### config.mk
export PLATFORM = sky130hd
export DESIGN_NAME = io_port_bank
export DESIGN_NICKNAME = d
export VERILOG_FILES = /design/src/rtl/io_port_bank_pkg.sv /design/src/rtl/io_fifo.sv /design/src/rtl/io_port_bank.sv
export SDC_FILE = /design/constraint.sdc
export NUM_CORES = 1
export LEC_CHECK = 0
export CAP_MARGIN = 20
export CORE_UTILIZATION = 62
export DETAILED_ROUTE_END_ITERATION = 10
export PLACE_DENSITY = 0.85
export SLEW_MARGIN = 20
export SYNTH_ARGS = -nofsm -noshare
export SYNTH_HDL_FRONTEND = slang
export SYNTH_SLANG_ARGS = --single-unit
### constraint.sdc
create_clock -name clk -period 4 [get_ports clk]
set_clock_uncertainty 0.2 [all_clocks]
set_input_delay 0.8 -clock clk [delete_from_list [all_inputs] [get_ports clk]]
set_output_delay 0.8 -clock clk [all_outputs]
set_load 0.01 [all_outputs]
### src/rtl/io_port_bank_pkg.sv
// Shared constants for the output port bank: status word bit positions and select sizing.
// No logic, no latency.
// No flow control; constants only.
package io_port_bank_pkg;

    localparam int IO_ST_EMPTY = 0;
    localparam int IO_ST_FULL  = 1;
    localparam int IO_ST_OVF   = 2;
    localparam int IO_ST_CNT   = 4;

    // A single channel still needs a 1-bit select so out-of-range writes can be expressed.
    function automatic int sel_width(input int n);
        return (n > 1) ? $clog2(n) : 1;
    endfunction

endpackage

### src/rtl/io_fifo.sv
// One output channel: circular buffer with occupancy count and sticky overflow flag.
// Latency: push visible at head one cycle later; pop retires head at the handshake edge.
// Backpressure: pushes to a full buffer are dropped (flag set) unless a pop frees the slot that cycle.
module io_fifo #(
    parameter int DATA_W = 8,
    parameter int DEPTH  = 4,
    parameter int CNT_W  = $clog2(DEPTH) + 1
) (
    input  logic              clk,
    input  logic              reset,
    input  logic              push_vld,
    input  logic [DATA_W-1:0] push_dat,
    input  logic              pop_rdy,
    input  logic              clr_ovf,
    output logic              pop_vld,
    output logic [DATA_W-1:0] pop_dat,
    output logic [CNT_W-1:0]  count,
    output logic              ovf
);
    localparam int PTR_W = $clog2(DEPTH);
    localparam logic [CNT_W-1:0] FULL_CNT = CNT_W'(DEPTH);

    logic [DATA_W-1:0] mem [DEPTH];
    logic [PTR_W-1:0]  rd_ptr;
    logic [PTR_W-1:0]  wr_ptr;
    logic              full;
    logic              pop;
    logic              push_ok;

    assign full    = (count == FULL_CNT);
    assign pop_vld = (count != '0);
    assign pop     = pop_vld & pop_rdy;
    assign push_ok = push_vld & (~full | pop);
    assign pop_dat = pop_vld ? mem[rd_ptr] : '0;

    always_ff @(posedge clk) begin
        if (reset) begin
            rd_ptr <= '0;
            wr_ptr <= '0;
            count  <= '0;
            ovf    <= 1'b0;
        end else begin
            if (push_ok) wr_ptr <= wr_ptr + PTR_W'(1);
            if (pop)     rd_ptr <= rd_ptr + PTR_W'(1);
            if (push_ok && !pop)
                count <= count + CNT_W'(1);
            else if (pop && !push_ok)
                count <= count - CNT_W'(1);
            // A dropped push outranks a same-cycle clear so the loss is never hidden.
            if (push_vld && full && !pop)
                ovf <= 1'b1;
            else if (clr_ovf)
                ovf <= 1'b0;
        end
    end

    // Storage is deliberately unreset; only the pointers define what is valid.
    always_ff @(posedge clk) begin
        if (!reset && push_ok)
            mem[wr_ptr] <= push_dat;
    end

endmodule

### src/rtl/io_port_bank.sv
// Bank of independent output ports fed from the data bus, each draining over valid/ready.
// Latency: write to port_valid is 1 cycle; status reflects state after the last edge.
// Backpressure: per-channel buffering; writes to a full channel drop and set the sticky overflow.
module io_port_bank
    import io_port_bank_pkg::*;
#(
    parameter int DATA_W   = 8,
    parameter int CHANNELS = 4,
    parameter int DEPTH    = 4,
    parameter int SEL_W    = sel_width(CHANNELS),
    parameter int CNT_W    = $clog2(DEPTH) + 1
) (
    input  logic                         clk,
    input  logic                         reset,
    input  logic                         wr_en,
    input  logic [SEL_W-1:0]             wr_sel,
    input  logic [DATA_W-1:0]            wr_data,
    input  logic [SEL_W-1:0]             st_sel,
    input  logic                         clr_ovf,
    output logic [DATA_W-1:0]            status,
    output logic [CHANNELS*DATA_W-1:0]   port_data,
    output logic [CHANNELS-1:0]          port_valid,
    input  logic [CHANNELS-1:0]          port_ready
);
    localparam logic [CNT_W-1:0] FULL_CNT = CNT_W'(DEPTH);

    logic [CNT_W-1:0]    ch_count [CHANNELS];
    logic [CHANNELS-1:0] ch_ovf;

    for (genvar i = 0; i < CHANNELS; i++) begin : g_ch
        logic push;
        logic clr;

        // Out-of-range selects match no channel, so those writes and clears vanish.
        assign push = wr_en   & (wr_sel == SEL_W'(i));
        assign clr  = clr_ovf & (st_sel == SEL_W'(i));

        io_fifo #(
            .DATA_W (DATA_W),
            .DEPTH  (DEPTH),
            .CNT_W  (CNT_W)
        ) u_fifo (
            .clk      (clk),
            .reset    (reset),
            .push_vld (push),
            .push_dat (wr_data),
            .pop_rdy  (port_ready[i]),
            .clr_ovf  (clr),
            .pop_vld  (port_valid[i]),
            .pop_dat  (port_data[i*DATA_W +: DATA_W]),
            .count    (ch_count[i]),
            .ovf      (ch_ovf[i])
        );
    end

    always_comb begin
        status = '0;
        for (int i = 0; i < CHANNELS; i++) begin
            if (st_sel == SEL_W'(i)) begin
                status[IO_ST_EMPTY]       = (ch_count[i] == '0);
                status[IO_ST_FULL]        = (ch_count[i] == FULL_CNT);
                status[IO_ST_OVF]         = ch_ovf[i];
                status[IO_ST_CNT +: CNT_W] = ch_count[i];
            end
        end
    end

endmodule

==> key figures, run 1 <==
Finish
  – Register Area: 4640 µm²
  – Most frequent cells in the layout: edfxtp_1 (128), clkdlybuf4s50_1 (61), dfxtp_1 (40)
  – # nets final: 561
  – Post-layout utilization of the core: 76.8%
  – Non-Filler Instances: 670
  – Commonest non-fill, non-tap cell in the layout: edfxtp_1
  – # fillers: 638
  – Multi-input gate area: 2320 µm²
  – Area Overhead vs Synth: 18.4%
  – Layout cells sized above 1: 16.2%
  – Antenna diodes: 0

Timing
  – Unrepaired setup endpoints after global routing: false
  – Worst Tran Pin Value: 0.746 ns
  – TNS Setup: 0 ns
  – Final worst slack: 0.361 ns
  – Period utilization: 91.0%
  – Fin. Hold Viols: 0
  – Pins over their slew limit: 0
  – Worst rel slew slack: 49.8%
  – Final setup fails: 0
  – FMAX: 0.275 GHz
  – Minimum clock period: 3.64 ns

Clocking
  – CTS Buf Count: 17
  – CTS Root Cell: clkbuf_16
  – Register clock-pin slew on the reported worst setup and hold paths: 0.06 ns
  – Post-CTS Repair Setup Buffers: 0
  – CTS Sinks: 168
  – Post-CTS sizing: 0
  – CTS max path bufs: 2
  – TritonCTS clock tree: yes
  – Post-CTS Hold Buffers: 0
  – Clock latency on the worst-skew pair: 0.42 ns
  – H-tree level count: 4

Critical path
  – Critical path arrival: 2.64 ns
  – Kind of critical path: in -> out
  – CP Data Required Time: 3.00 ns
  – CP Capture Type: output port
  – Worst-path fanout max: 12
  – Crit path launch type: input pin

Routing
  – # DRC: 0
  – Vias: 3888
  – Router iterations before antenna repair: 4
  – Average via count per standard cell: 5.80
  – Routed WL per cell: 20.2 µm
  – Final wirelength: 13.5 mm
  – 1st-iter DRT viols: 343
  – Detail Route Antenna Nets: 0

Synthesis
  – Synth unique cells: 39
  – Post-synth EDFFs: 128
  – Top-area cell type share of the netlist area: 53.7%
  – Post-synthesis cell count: 452
  – Main synth FF type: edfxtp_1
  – #FFs+latches synth: 168
  – Cell types occupying the most area after synthesis: edfxtp_1 (54%), mux4_2 (11%), dfxtp_1 (11%)
  – Ys Warns: 0
  – Seq/Total Area, Yosys: 64.9%
  – Synthesized area: 7150 µm²
  – Avg Inst Size Synth: 15.8 µm²
  – Asr flop ratio synth: 0%
  – Cell taking the most area after synthesis: edfxtp_1

Floorplan
  – Die Span Y: 109 µm
  – Die W: 109 µm
  – I/O Pins: 64
  – Die footprint: 12000 µm²
  – Row cnt: 38
  – Core footprint: 11000 µm²
  – Starting density of the core: 64.9%

Power and ir drop
  – Internal power: 3730 µW
  – Sw power: 1580 µW
  – Comb pwr share: 28.2%
  – Worst VDD drop: 342 µV
  – Switching part of the total power: 29.7%
  – PnR Total Power: 5310 µW
  – Power share of the clock group: 29.9%
  – PwrDens: 627 nW/µm²
  – Flop pwr share: 42.0%
  – Leak: 0.00287 µW

GRT
  – First-pass GRT wire length: 20.7 mm
  – Initial antenna violation count: 0
  – Met2 Track Usage GR: 40.1%
  – GR peak layer: met2
  – GR Util met1: 32.2%
  – Largest net degree at the start of global routing: 21
  – Met3 usage: 6.22%
  – Congestion Overflow GR: 0
  – Tot GR Track Use: 24.5%
  – Vias in the first global route: 4003

Placed design
  – Buffers on Ports: 61
  – Inst Count DP: 638
  – Placer Congestion: 0.838
  – Detailed placement HPWL: 8.49 mm
  – Worst slack, placed: 0.378 ns

Status
  – Status: complete, no violations

Hold path
  – Hold crit path type: reg -> reg

Run
  – Max-Cap Viols: 0
## Yosys cell counts, types with 12 or more instances
master and instances:
nor2_1 27, xor2_1 12, a21oi_1 14, mux4_2 36, and2_1 12, ha_1 20
nor2b_1 32, edfxtp_1 128, dfxtp_1 40, inv_1 18, o21ai_0 12
## final cells by class
type	count	area share, %
clock buffers	19	5.61
flip-flops and latches	168	54.8
well taps	140	2.07
multi-input cells	241	27.4
repair buffers	70	8.00
inverters	19	0.842
clock inverters	13	1.26
## worst max-delay path, cell delays in order
cell and delay, ns:
clkdlybuf4s50_1 0.76, mux4_2 0.58, clkdlybuf4s50_1 0.50
## flip-flops by register name, indices dropped and copies added (netlist names), named ones only
name / count
g_ch.u_fifo.count: 12
g_ch.u_fifo.mem: 128
g_ch.u_fifo.wr_ptr: 8
g_ch.u_fifo.ovf: 4
g_ch.u_fifo.rd_ptr: 8
## worst paths after layout
check | cells past startpoint | to | slack [ns] | from
max | 3 | status[2] | 0.36 | st_sel[0]
min reg2reg | 2 | g_ch[0].u_fifo.ovf | 0.29 | g_ch[0].u_fifo.ovf
max reg2reg | 8 | g_ch[3].u_fifo.count[2] | 1.33 | g_ch[3].u_fifo.count[1]
min | 2 | g_ch[0].u_fifo.ovf | 0.29 | g_ch[0].u_fifo.ovf
## metal layers
layer	share of wire (%)	routed length, µm	vias up
met3	6.0	806	18
met2	51	6940	113
met1	41	5610	1947
met5	0	0	-
met4	1.3	169	0
li1	-	-	1810
## logic make-up (layout without fill, tap and decap cells)
logic type      count (synthesis)  after routing  synth area share [%]
mux                            49             49                  13.3
xor+xnor                       12             12                  1.47
fa+ha+maj                      24             24                  4.62
compound gates                 33             33                  2.61
other cells                     1              2                0.0524
buf+inv                        44            121                  2.76
flops                         168            168                  64.9
simple gates                  121            121                  10.3
## power by group through the flow
stage | registers (µW) | clock network [µW] | logic, µW
2_1_floorplan | 2120 | 0 | 997
3_3_place_gp | 2250 | 0 | 1430
3_5_place_dp | 2270 | 0 | 1490
4_1_cts | 2230 | 1610 | 1510
5_1_grt | 2260 | 1680 | 1620
6_report | 2230 | 1590 | 1490
## through the flow
step / hold slack [ns] / instance area (µm²)
2_1_floorplan: 0.250 / 7160
3_3_place_gp: 0.269 / 7890
3_5_place_dp: 0.270 / 7890
4_1_cts: 0.285 / 8470
5_1_grt: 0.318 / 8470
6_report: 0.286 / 8470
Note: power is estimated with default switching activity, not from simulation.
==> inputs of run 2 (changes only) <==
SKIP_CTS_REPAIR_TIMING = 1   (was unset)
==> results of run 2 <==
No change in the layout: final DEF, timing and power equal those of run 1.
==> inputs of run 3 (changes only) <==
CELL_PAD_IN_SITES_DETAIL_PLACEMENT = 0   (was unset)
CELL_PAD_IN_SITES_GLOBAL_PLACEMENT = 1   (was unset)
CORE_UTILIZATION = 52   (was 62)
PLACE_DENSITY = 0.84   (was 0.85)
==> key figures, run 3 (synthesized netlist as in run 1, its figures left out) <==
Status
  – Status: complete, no violations (unchanged)

Floorplan
  – Die Span Y: 119 µm (was 109 µm)
  – Row cnt: 42 (was 38)
  – Core footprint: 13300 µm² (was 11000 µm²)
  – Starting density of the core: 53.6% (was 64.9%)
  – Die footprint: 14200 µm² (was 12000 µm²)
  – I/O Pins: 64 (unchanged)
  – Die W: 119 µm (was 109 µm)

GRT
  – Congestion Overflow GR: 0 (unchanged)
  – Largest net degree at the start of global routing: 29 (was 21)
  – GR peak layer: met2 (unchanged)
  – First-pass GRT wire length: 20.3 mm (was 20.7 mm)
  – GR Util met1: 25.5% (was 32.2%)
  – Initial antenna violation count: 0 (unchanged)
  – Met3 usage: 6.18% (was 6.22%)
  – Tot GR Track Use: 19.4% (was 24.5%)
  – Met2 Track Usage GR: 31.2% (was 40.1%)
  – Vias in the first global route: 3927 (was 4003)

Timing
  – Fin. Hold Viols: 0 (unchanged)
  – Period utilization: 92.0% (was 91.0%)
  – FMAX: 0.272 GHz (was 0.275 GHz)
  – Worst Tran Pin Value: 0.716 ns (was 0.746 ns)
  – Minimum clock period: 3.68 ns (was 3.64 ns)
  – Pins over their slew limit: 0 (unchanged)
  – Final setup fails: 0 (unchanged)
  – TNS Setup: 0 ns (unchanged)
  – Worst rel slew slack: 51.8% (was 49.8%)
  – Unrepaired setup endpoints after global routing: false (unchanged)

Critical path
  – Worst path slowest cell: clkdlybuf4s50_1 (unchanged)
  – Worst path most repeated cell: clkdlybuf4s50_1 (unchanged)
  – Crit-path max cell delay: 0.67 ns (was 0.76 ns)
  – Critical path buffer and inverter count: 2 (unchanged)
  – Crit path launch type: input pin (unchanged)
  – CP Capture Type: output port (unchanged)
  – Kind of critical path: in -> out (unchanged)
  – Crit-path cells: clkdlybuf4s50_1 > nor4b_1 > a311oi_1 > a21oi_1 > clkdlybuf4s50_1 (was clkdlybuf4s50_1 > mux4_2 > clkdlybuf4s50_1)
  – Crit-path leading delay family: buffers and inverters (unchanged)
  – Worst-path fanout max: 12 (unchanged)
  – Critical path arrival: 2.68 ns (was 2.64 ns)
  – CP Data Required Time: 3.00 ns (about the same)

Power and ir drop
  – Leak: 0.00286 µW (was 0.00287 µW)
  – Worst VDD drop: 348 µV (was 342 µV)
  – PnR Total Power: 5260 µW (was 5310 µW)
  – PwrDens: 619 nW/µm² (was 627 nW/µm²)

Placed design
  – Detailed placement HPWL: 8.60 mm (was 8.49 mm)
  – Buffers on Ports: 61 (unchanged)
  – DP Area: 7940 µm² (was 7890 µm²)
  – Placer Congestion: 0.769 (was 0.838)

Finish
  – Layout cells sized above 1: 15.6% (was 16.2%)
  – Design area: 8500 µm² (was 8470 µm²)
  – Largest reg by FF count: g_ch.u_fifo.mem (unchanged)
  – Top flop regs: g_ch.u_fifo.mem (128), g_ch.u_fifo.count (12) (unchanged)
  – Area Overhead vs Synth: 18.8% (was 18.4%)
  – Most frequent cells in the layout: edfxtp_1 (128), clkdlybuf4s50_1 (61), dfxtp_1 (40) (unchanged)
  – Antenna diodes: 0 (unchanged)
  – Commonest non-fill, non-tap cell in the layout: edfxtp_1 (unchanged)
  – Max reg flops: 128 (unchanged)
  – # nets final: 562 (was 561)

Clocking
  – TritonCTS clock tree: yes (unchanged)
  – H-tree level count: 4 (unchanged)
  – CTS max path bufs: 2 (unchanged)
  – Clock latency on the worst-skew pair: 0.42 ns (about the same)
  – CTS Root Cell: clkbuf_16 (unchanged)
  – Register clock-pin slew on the reported worst setup and hold paths: 0.06 ns (about the same)
  – CTS Buf Count: 17 (unchanged)
  – CTS Sinks: 168 (unchanged)

Hold path
  – Hold crit path type: reg -> reg (unchanged)

Routing
  – Routed WL per cell: 17.9 µm (was 20.2 µm)
  – Router iterations before antenna repair: 4 (unchanged)
  – Vias: 3823 (was 3888)
  – Average via count per standard cell: 5.41 (was 5.80)
  – 1st-iter DRT viols: 309 (was 343)
  – Detail Route Antenna Nets: 0 (unchanged)
  – Final wirelength: 12.7 mm (was 13.5 mm)
  – # DRC: 0 (unchanged)

Run
  – Max-Cap Viols: 0 (unchanged)
==> run 3: cell count changes in the layout (fill, tap and decap cells not counted), moves of 2 or more <==
| cell | change |
|---|---|
| clkinv_2 | +5 |
| clkbuf_1 | +4 |
| inv_6 | -4 |
| clkinv_4 | -3 |
| bufinv_16 | +2 |
| clkbuf_16 | -2 |
| inv_8 | -2 |
==> run 3: report_power, final <==
part | internal [µW] | switching, µW | leakage (µW)
logic | 865 | 613 | 0.00111
clock network | 928 | 628 | 0.000273
registers | 1990 | 234 | 0.00148
==> run 3: routing by layer <==
| metal | up-vias | part of all wire, % |
|---|---|---|
| li1 | 1806 | - |
| met1 | 1911 | 45 |
| met2 | 92 | 50 |
| met3 | 14 | 4.9 |
| met4 | 0 | 0.97 |
| met5 | - | 0 |
==> run 3: path summary, 6_finish.rpt <==
kind                                               from  cells past startpoint  slack [ns]                 endpoint
worst max-delay path                          st_sel[0]                      5        0.32                status[1]
worst min-delay path                 g_ch[1].u_fifo.ovf                      2        0.29       g_ch[1].u_fifo.ovf
worst max register to register  g_ch[2].u_fifo.count[0]                      8        1.47  g_ch[2].u_fifo.count[2]
worst min register to register       g_ch[1].u_fifo.ovf                      2        0.29       g_ch[1].u_fifo.ovf
==> run 3: area by class of cell <==
cell class              instances  area (µm²)
clock inverters                10         105
repair buffers                 71         686
clock buffers                  22         454
inverters                      19        71.3
multi-input cells             241        2320
flip-flops and latches        168        4640
fillers                       989        4850
well taps                     176         220
==> run 3: worst register-to-register path, cell delays in order (launching register included) <==
cell	delay [ns]
dfxtp_1	0.52
nor4b_4	0.11
nor3_2	0.30
ha_1	0.27
inv_1	0.06
fa_1	0.38
xor2_1	0.18
or3_1	0.31
a21oi_1	0.14
==> run 3: metrics by stage <==
stage | setup slack (ns) | hold WS (ns) | util (%) | cells
2_1_floorplan | 1.27 | 0.250 | - | 453
3_3_place_gp | 0.408 | 0.271 | 59.5 | 675
3_5_place_dp | 0.357 | 0.277 | 59.5 | 675
4_1_cts | 0.345 | 0.288 | 63.7 | 707
5_1_grt | 0.234 | 0.326 | 63.7 | 707
6_report | 0.318 | 0.287 | 63.7 | 707
==> RTL change: new RTL, config.mk and constraints of run 3 <==
`CHANNELS`: 4 -> 2.
--- a/src/rtl/io_port_bank.sv
+++ b/src/rtl/io_port_bank.sv
@@ -6,5 +6,5 @@
 #(
     parameter int DATA_W   = 8,
-    parameter int CHANNELS = 4,
+    parameter int CHANNELS = 2,
     parameter int DEPTH    = 4,
     parameter int SEL_W    = sel_width(CHANNELS),
Interface: changed (5 resized); port bits go from 64 to 42. No check against the original RTL was run, so the function may have changed too.
==> RTL change against run 3 <==
The flow now finishes with violations (design-rule violations); area after synthesis shrank 50%; global-route usage is 1.0 points lower; critical path depth down 2; synthesized cell count shrank 50%; setup slack gained 0.36 ns; cell area down 50%; total power shrank 55%; routed wire length fell by 54%; sequential cell count shrank 84; first-iteration DRC count is 54% lower; critical endpoint is now status[4]; largest power group unchanged.
==> RTL change: results (changes against run 3) <==
metric,value,unit,change
biggest registers after layout,"g_ch.u_fifo.mem x64, g_ch.u_fifo.count x6",,
root buffer cell,clkbuf_8,,
FMAX,0.301,GHz,+11%
number of flops mapped to enable cells by yosys,64,,-50%
final cell count without fillers,352,,-50%
Data buffer area share,10.2,%,+2.2 points
Final clock-cell share,5.21,%,-1.4 points
post-synthesis sequential area ratio,65.1,%,+0.18 points
outcome,"finished, violations left",,
final estimated routing congestion in global placement,0.728,,-5.3%
post-synthesis average cell area,15.7,µm²,-0.72%
port buffer count,39,,-36%
routed vias/inst,5.31,,-1.9%
"critical path fanouts, max",9,,-3
Fillers,477,,-52%
htree depth,3,,-1
r2r startpoint,g_ch[0].u_fifo.count[0],,
violated checks,design-rule violations,,
total track usage,18.4,%,-1.0 points
hold slack,0.276,ns,-0.0105 ns
post-layout instance area,0.00425,mm²,-50%
final net count,298,,-47%
CTS Buf Count,9,,-8
max reg flops,64,,-50%
Multi-input gate area,0.00114,mm²,-51%
critical path launch point,st_sel,,
first-pass GRT wire length,9670,µm,-52%
Worst R2R End,g_ch[0].u_fifo.count[2],,
reg2reg setup slack,1.53,ns,+0.06 ns
Post-Route WL,5840,µm,-54%
DRC viols,3,,+3
sequential cell area share,54.6,%,-0.072 points
Inverters,9,,-10
number of global-route vias before repair,1867,,-52%
Worst Path Arrival,2.32,ns,-0.36 ns
DP HPWL,3990,µm,-54%
#MultiIn Comb,121,,-50%
pre-CTS worst setup slack,0.649,ns,+0.292 ns
DR iter-0 viols,143,,-54%
"top cells by count, synth","edfxtp_1, dfxtp_1, mux4_2",,
Seq cells post-synth,84,,-50%
pin count of the biggest net entering global routing,27,,-6.9%
DP Cell Count,336,,-50%
Netlist cell types,33,,-15%
dpl cell area,0.00403,mm²,-49%
Synth area leaders,"edfxtp_1, dfxtp_1, mux4_2, ha_1, and2_1",,
clk_lat worst skew,0.34,ns,-0.08 ns
R2R cell count,9,,+1
Non-clock buffers,45,,-37%
Slew HR,63.7,%,+12 points
Leak,0.00147,µW,-49%
Worst-path clk slew,0.08,ns,+0.02 ns
CP endpoint,status[4],,
VDD IR max,377,µV,+8.3%
RTL change: cell types whose count changed after synthesis, sizes merged, moves of 13 or more:
cell    before  now
dfxtp       40   20
edfxtp     128   64
mux4        36   16
nor2        27   14
nor2b       32    9
RTL change: where the power goes:
group	internal, µW	switching [µW]
Combinational	365	256
Clock	356	306
Sequential	991	85.7
Total	1710	648
RTL change: critical path, cell delays in order:
cell             delay [ns]
clkdlybuf4s50_1        0.66
mux2_2                 0.38
clkdlybuf4s50_1        0.48
RTL change: worst min-delay path by stage:
stage                        from            endpoint  depth (start not counted)
2_1_floorplan  g_ch[1].u_fifo.ovf  g_ch[1].u_fifo.ovf                          2
3_3_place_gp   g_ch[1].u_fifo.ovf  g_ch[1].u_fifo.ovf                          2
3_5_place_dp   g_ch[1].u_fifo.ovf  g_ch[1].u_fifo.ovf                          2
4_1_cts        g_ch[1].u_fifo.ovf  g_ch[1].u_fifo.ovf                          2
5_1_grt        g_ch[1].u_fifo.ovf  g_ch[1].u_fifo.ovf                          2
6_report       g_ch[1].u_fifo.ovf  g_ch[1].u_fifo.ovf                          2
RTL change: kinds of logic (layout without fill, tap and decap cells):
kind of cell	after synthesis	after routing	share of synthesized area (%)
AND/OR/NAND/NOR	59	59	9.51
multiplexers	27	27	13.5
XOR/XNOR	7	7	1.72
other	1	2	0.105
flip-flops	84	84	65.1
AO/OA/AOI/OAI	14	14	2.53
adder cells (fa/ha/maj)	12	12	4.63
buffers and inverters	23	70	2.91
RTL change: routing by layer:
| layer | part of all wire [%] | vias up | global-route usage (%) |
|---|---|---|---|
| met4 | 1.4 | 0 | 8.32 |
| met3 | 4.0 | 7 | 3.60 |
| li1 | - | 916 | - |
| met1 | 44 | 908 | 24.4 |
| met5 | 0 | - | 0 |
| met2 | 50 | 37 | 29.7 |
